[src/rtl/vga_timing_gen_if.sv]
// Pixel-side bundle of the VGA timing generator: colour in, counters, strobes,
// registered sync/data-enable and blanked colour out.
interface vga_timing_gen_if #(
   parameter int XW = 10,
   parameter int YW = 10,
   parameter int DW = 3
);
   logic [DW-1:0] rgb_in;
   logic [XW-1:0] x;
   logic [YW-1:0] y;
   logic          req_active;
   logic          pix_tick;
   logic          frame_start;
   logic          hsync;
   logic          vsync;
   logic          de;
   logic [DW-1:0] rgb_out;

   modport master (
      input  rgb_in,
      output x, y, req_active, pix_tick, frame_start, hsync, vsync, de, rgb_out
   );

   modport slave (
      output rgb_in,
      input  x, y, req_active, pix_tick, frame_start, hsync, vsync, de, rgb_out
   );
endinterface

[src/rtl/vga_timing_gen.sv]
// VGA raster timing: clock prescaler, X/Y raster counters and a registered
// sync / data-enable / blanked-colour output stage updated once per pixel.
module vga_timing_gen #(
   parameter int unsigned H_ACTIVE = 640,
   parameter int unsigned H_FP     = 16,
   parameter int unsigned H_SYNC   = 96,
   parameter int unsigned H_BP     = 48,
   parameter int unsigned V_ACTIVE = 480,
   parameter int unsigned V_FP     = 10,
   parameter int unsigned V_SYNC   = 2,
   parameter int unsigned V_BP     = 33,
   parameter int unsigned CLK_DIV  = 1,
   parameter bit          H_POL    = 1'b0,
   parameter bit          V_POL    = 1'b0,
   parameter int unsigned CW       = 1,
   parameter int unsigned NCH      = 3
) (
   input logic               clk,
   input logic               rst,
   vga_timing_gen_if.master  vif
);

   localparam int unsigned H_TOTAL = H_ACTIVE + H_FP + H_SYNC + H_BP;
   localparam int unsigned V_TOTAL = V_ACTIVE + V_FP + V_SYNC + V_BP;
   localparam int          XW      = $clog2(H_TOTAL);
   localparam int          YW      = $clog2(V_TOTAL);
   localparam int          DW      = NCH * CW;
   // A divide-by-one prescaler still needs one bit to exist; it then stays at 0.
   localparam int          PW      = (CLK_DIV > 1) ? $clog2(CLK_DIV) : 1;

   localparam logic [PW-1:0] PRE_LAST = PW'(CLK_DIV - 1);
   localparam logic [XW-1:0] X_LAST   = XW'(H_TOTAL - 1);
   localparam logic [YW-1:0] Y_LAST   = YW'(V_TOTAL - 1);

   logic [PW-1:0] pre;
   logic [XW-1:0] x_q;
   logic [YW-1:0] y_q;
   logic          tick;
   logic          active;
   logic          hs_win;
   logic          vs_win;
   logic          hs_q;
   logic          vs_q;
   logic          de_q;
   logic [DW-1:0] rgb_q;

   assign tick   = ~rst & (pre == PRE_LAST);
   assign active = (32'(x_q) < H_ACTIVE) && (32'(y_q) < V_ACTIVE);
   // Window compares are done at 32 bits so a zero back porch cannot overflow XW/YW.
   assign hs_win = (32'(x_q) >= H_ACTIVE + H_FP) && (32'(x_q) < H_ACTIVE + H_FP + H_SYNC);
   assign vs_win = (32'(y_q) >= V_ACTIVE + V_FP) && (32'(y_q) < V_ACTIVE + V_FP + V_SYNC);

   always_ff @(posedge clk) begin
      if (rst) begin
         pre <= '0;
      end else if (tick) begin
         pre <= '0;
      end else begin
         pre <= pre + PW'(1);
      end
   end

   always_ff @(posedge clk) begin
      if (rst) begin
         x_q <= '0;
         y_q <= '0;
      end else if (tick) begin
         if (x_q == X_LAST) begin
            x_q <= '0;
            y_q <= (y_q == Y_LAST) ? '0 : y_q + YW'(1);
         end else begin
            x_q <= x_q + XW'(1);
         end
      end
   end

   always_ff @(posedge clk) begin
      if (rst) begin
         hs_q  <= ~H_POL;
         vs_q  <= ~V_POL;
         de_q  <= 1'b0;
         rgb_q <= '0;
      end else if (tick) begin
         hs_q  <= hs_win ? H_POL : ~H_POL;
         vs_q  <= vs_win ? V_POL : ~V_POL;
         de_q  <= active;
         rgb_q <= active ? vif.rgb_in : '0;
      end
   end

   assign vif.x           = x_q;
   assign vif.y           = y_q;
   assign vif.req_active  = active;
   assign vif.pix_tick    = tick;
   assign vif.frame_start = tick && (x_q == '0) && (y_q == '0);
   assign vif.hsync       = hs_q;
   assign vif.vsync       = vs_q;
   assign vif.de          = de_q;
   assign vif.rgb_out     = rgb_q;

endmodule

[src/flat_wrapper.sv]
// flat-port wrapper written by rule: the top's interface ports become plain ports
module vga_timing_gen_flat 
#(
   parameter int unsigned H_ACTIVE = 640,
   parameter int unsigned H_FP     = 16,
   parameter int unsigned H_SYNC   = 96,
   parameter int unsigned H_BP     = 48,
   parameter int unsigned V_ACTIVE = 480,
   parameter int unsigned V_FP     = 10,
   parameter int unsigned V_SYNC   = 2,
   parameter int unsigned V_BP     = 33,
   parameter int unsigned CLK_DIV  = 1,
   parameter bit          H_POL    = 1'b0,
   parameter bit          V_POL    = 1'b0,
   parameter int unsigned CW       = 1,
   parameter int unsigned NCH      = 3
)
  (clk, rst, vif_rgb_in, vif_x, vif_y, vif_req_active, vif_pix_tick, vif_frame_start, vif_hsync, vif_vsync, vif_de, vif_rgb_out);
  vga_timing_gen_if vif_i ();
  input logic clk;
  input logic rst;
  input wire logic [$bits(vif_i.rgb_in)-1:0] vif_rgb_in;
  output wire logic [$bits(vif_i.x)-1:0] vif_x;
  output wire logic [$bits(vif_i.y)-1:0] vif_y;
  output wire logic [$bits(vif_i.req_active)-1:0] vif_req_active;
  output wire logic [$bits(vif_i.pix_tick)-1:0] vif_pix_tick;
  output wire logic [$bits(vif_i.frame_start)-1:0] vif_frame_start;
  output wire logic [$bits(vif_i.hsync)-1:0] vif_hsync;
  output wire logic [$bits(vif_i.vsync)-1:0] vif_vsync;
  output wire logic [$bits(vif_i.de)-1:0] vif_de;
  output wire logic [$bits(vif_i.rgb_out)-1:0] vif_rgb_out;
  assign vif_i.rgb_in = vif_rgb_in;
  assign vif_x = vif_i.x;
  assign vif_y = vif_i.y;
  assign vif_req_active = vif_i.req_active;
  assign vif_pix_tick = vif_i.pix_tick;
  assign vif_frame_start = vif_i.frame_start;
  assign vif_hsync = vif_i.hsync;
  assign vif_vsync = vif_i.vsync;
  assign vif_de = vif_i.de;
  assign vif_rgb_out = vif_i.rgb_out;
  vga_timing_gen #(.H_ACTIVE(H_ACTIVE), .H_FP(H_FP), .H_SYNC(H_SYNC), .H_BP(H_BP), .V_ACTIVE(V_ACTIVE), .V_FP(V_FP), .V_SYNC(V_SYNC), .V_BP(V_BP), .CLK_DIV(CLK_DIV), .H_POL(H_POL), .V_POL(V_POL), .CW(CW), .NCH(NCH)) u_core (.clk(clk), .rst(rst), .vif(vif_i));
endmodule
[config.mk]
export PLATFORM = sky130hd
export DESIGN_NAME = vga_timing_gen_flat
export DESIGN_NICKNAME = d
export VERILOG_FILES = /design/src/rtl/vga_timing_gen_if.sv /design/src/rtl/vga_timing_gen.sv /design/src/flat_wrapper.sv
export SDC_FILE = /design/constraint.sdc
export NUM_CORES = 1
export LEC_CHECK = 0
export ABC_AREA = 1
export CORE_AREA = 2 2 61 63
export CTS_BUF_LIST = sky130_fd_sc_hd__clkbuf_8
export CTS_CLUSTER_SIZE = 28
export DETAILED_ROUTE_END_ITERATION = 8
export DIE_AREA = 0 0 63 65
export GPL_TIMING_DRIVEN = 0
export PLACE_DENSITY = 0.79
export SLEW_MARGIN = 20
export SYNTH_ARGS = -nofsm -noshare
export SYNTH_HDL_FRONTEND = slang
export SYNTH_SLANG_ARGS = --single-unit
[constraint.sdc]
create_clock -name clk -period 2.1 [get_ports clk]
set_clock_uncertainty 0.1 [all_clocks]
set_input_delay 0.315 -clock clk [delete_from_list [all_inputs] [get_ports clk]]
set_output_delay 0.315 -clock clk [all_outputs]
set_load 0.03 [all_outputs]
==> flow_summary.toml <==
[status]
status = "finished, final reports clean"

[final_layout]
nets = 252
finalInstanceArea_sq_um = 1881
fillers = 342
area_growth_syn_to_layout_pct = 31.15
antenna_cells = 0
ratio_of_cells_with_drive_above_1_in_the_final_layout_pct = 8.264

[global_routing]
gr-usage-all-layers_pct = 16.53
grt_pass1_wl_um = 5568
grt.overflow.total = 0
grt_max_degree = 15
grt_pass1_vias = 1263
antenna_found_initial = 0

[clock_tree]
clkLatencyLatePin_ns = 0.27
cts_buffer_depth = 2
clockRootBuffer = "clkbuf_8"
cts_made_buffers = 3
tritoncts = "done"
clk_pin_slew_ns = 0.09
htreeDepth = 1
numClockSinks = 27

[critical_path]
startpoint = "rst"
cp_slowest_stage_delay_ns = 0.57
worst_path_dominant_cell_family = "buffers and inverters"
arr_time_crit_path_ns = 1.56
crit_path_start_kind = "primary input"
timing.setup.critical_path_class = "in -> out"
cp_slowest_cell = "clkdlybuf4s50_1"
timing.rr.start = "u_core.vif.x[1]"
timing.critical_path.buf_inv = 2
crit_chain = "clkdlybuf4s50_1 > nor2_4 > nand4_1 > nor2_1 > buf_4"
cp_max_fo = 6
critical_path.endpoint_type = "primary output"
timing.critical_path.required_ns = 1.68

[synthesis]
synth-edff-count = 0
synth_area_leaders = "dfxtp_1 38%, nand2_1 9.7%, nand3_1 8.4%"
postSynthRegisterBits = 27
post-synth-top-count-cell = "nand2_1"
synthDistinctLibCells = 24
synth_top_cell_by_area = "dfxtp_1"
yosysTopAreaCellShare_pct = 37.70
async_flop_share_pct = 0
synth.top_cells.by_count = "37 x nand2_1, 28 x inv_1, 28 x nor2_1"
synth_ff_type = "dfxtp_1"
synthesis.instances = 205
syn_area_sq_um = 1434
postSynthAreaPerCell_sq_um = 6.995
yosysSeqAreaShare_pct = 37.70
syn-num-nets = 214
ys_warn_count = 0

[worst_hold_path]
min_from = "u_core.vif.de"
worst_hold_path_type = "reg -> reg"

[power]
power_density_nw_per_um2 = 486.9
internal-power_mw = 0.6897
clkPwrFrac_pct = 31.8
power.static_leakage_nw = 0.7638
switchingPower_mw = 0.2260
power_switching_share_pct = 24.68
part_of_the_power_in_combinational_logic_pct = 10.3
share_seq_of_total_power_pct = 57.8
ir_worst_vdd_mv = 0.2652

[floorplan]
vertical_die_dimension_um = 65
design.core.area_sq_um = 3496
fp.dieArea_sq_um = 4095
initial_core_util_pct = 41.02
ioPinCount = 34
die_width_um = 63
rows = 22

[drt]
routed_via_density = 4.917
wl_met3_um = 135
drtIter0Drc = 69
post_drt_wl_per_cell_um = 11.17
wl_met1_um = 1556
drt.antenna.violating_nets = 0
drt_wl_total_um = 3240
top_signal_layer_used = "met4"
detailroute.via_count = 1426
drt_first_pass_iters = 4
route.met2.wl_um = 1519
post-route-drc-count = 0

[timing]
timing_max_transition_violations_final = 0
finalWorstPathRequiredPeriod_ns = 1.976
period_share_pct = 94.11
hold-worst-slack_ns = 0.3797
max_freq_ghz = 0.5060
rsz0062_at_grt = "no"
finalSetupViolations = 0
final-hold-violation-count = 0

[place]
gp_congestion = 0.8505
dpl_cell_area_sq_um = 1824
detailed_place_hpwl_um = 2505
numPortBuffers = 33

[run]
timing.max_cap.violations = 0
-- logic make-up after synthesis --
group / after synthesis / share of synthesized area (%)
adders and majority gates: 4 / 3.491
DFF: 27 / 37.70
other: 1 / 0.2615
AOI/OAI and AO/OA: 21 / 7.766
and+or+nand+nor: 118 / 40.31
buffers and inverters: 31 / 8.639
xor gates and xnor gates: 3 / 1.833
-- metal layers --
metal	up-vias	GRT usage [%]
met2	29	28.46
met3	2	1.910
met4	0	4.167
li1	742	-
met5	-	0
met1	653	22.00
-- state kept, by name (all words and copies together) (netlist names) --
signal	cells
u_core.vif.hsync	1
u_core.pre	1
u_core.vif.rgb_out	3
u_core.vif.y	10
u_core.vif.x	10
u_core.vif.vsync	1
u_core.vif.de	1
-- final cells by class --
| cell class | instances | area [sq um] | area share (%) |
|---|---|---|---|
| Tap cell | 48 | 60.06 | 3.194 |
| Timing Repair Buffer | 33 | 325.3 | 17.30 |
| Multi-Input combinational cell | 147 | 785.8 | 41.78 |
| Buffer | 1 | 11.26 | 0.5988 |
| Clock inverter | 1 | 3.754 | 0.1996 |
| Clock buffer | 3 | 41.29 | 2.196 |
| Inverter | 30 | 112.6 | 5.988 |
| Sequential cell | 27 | 540.5 | 28.74 |
-- metrics by stage --
stage | setup TNS [ns] | worst slack [ns] | util, % | std cells | power (mW)
after CTS | 0 | 0.009284 | 53.72 | 290 | 0.9205
after global routing | 0 | 0.009137 | 53.79 | 290 | 0.9590
final | 0 | 0.1237 | 53.79 | 290 | 0.9157
after global placement | -0.6209 | -0.4264 | 52.18 | 286 | 0.6360
after floorplan | 0 | 0.3188 | - | 205 | 0.5973
after detailed placement | -0.5928 | -0.4096 | 52.18 | 286 | 0.6365
-- what timing repair did --
action                                  in CTS  in global routing
gates resized for setup                      7                  5
hold buffers                                 0                  0
setup buffers                                0                  0
pin swaps                                    0                  0
endpoints found under the setup margin       3                  2
-- cell usage in the layout (no fill, tap or decap) --
cell type / count
a21oi_1: 9
a41oi_1: 1
buf_4: 1
buf_6: 1
clkbuf_8: 3
clkdlybuf4s50_1: 30
conb_1: 1
dfxtp_1: 27
dlygate4sd2_1: 2
ha_1: 4
inv_1: 29
inv_2: 2
nand2_1: 37
nand2_2: 2
nand2_4: 3
nand3_1: 24
nand3_2: 1
nand3_4: 1
nand4_1: 6
nor2_1: 28
nor2_2: 1
nor2_4: 4
nor3_1: 9
nor3_4: 1
nor4_1: 1
o21ai_0: 8
o21ai_1: 2
o21bai_1: 1
xor2_1: 3
-- power groups by stage --
stage / clock network [mW] / registers (mW) / logic, mW
final: 0.291 / 0.530 / 0.0946
after global routing: 0.325 / 0.531 / 0.103
after CTS: 0.295 / 0.530 / 0.0953
after detailed placement: 0 / 0.541 / 0.0953
after global placement: 0 / 0.541 / 0.0948
after floorplan: 0 / 0.557 / 0.0404
-- tightest hold or removal path, cell delays in order (launching register included) --
cell	delay (ns)
dfxtp_1	0.33
inv_1	0.05
o21bai_1	0.06
-- path summary, 6_finish.rpt --
kind,cells past startpoint,endpoint,slack [ns]
setup reg to reg,9,u_core.vif.y[5],0.47
setup / recovery,5,vif_frame_start,0.12
hold / removal,2,u_core.vif.de,0.38
hold reg to reg,2,u_core.vif.de,0.38
Note: power is estimated with default switching activity, not from simulation.
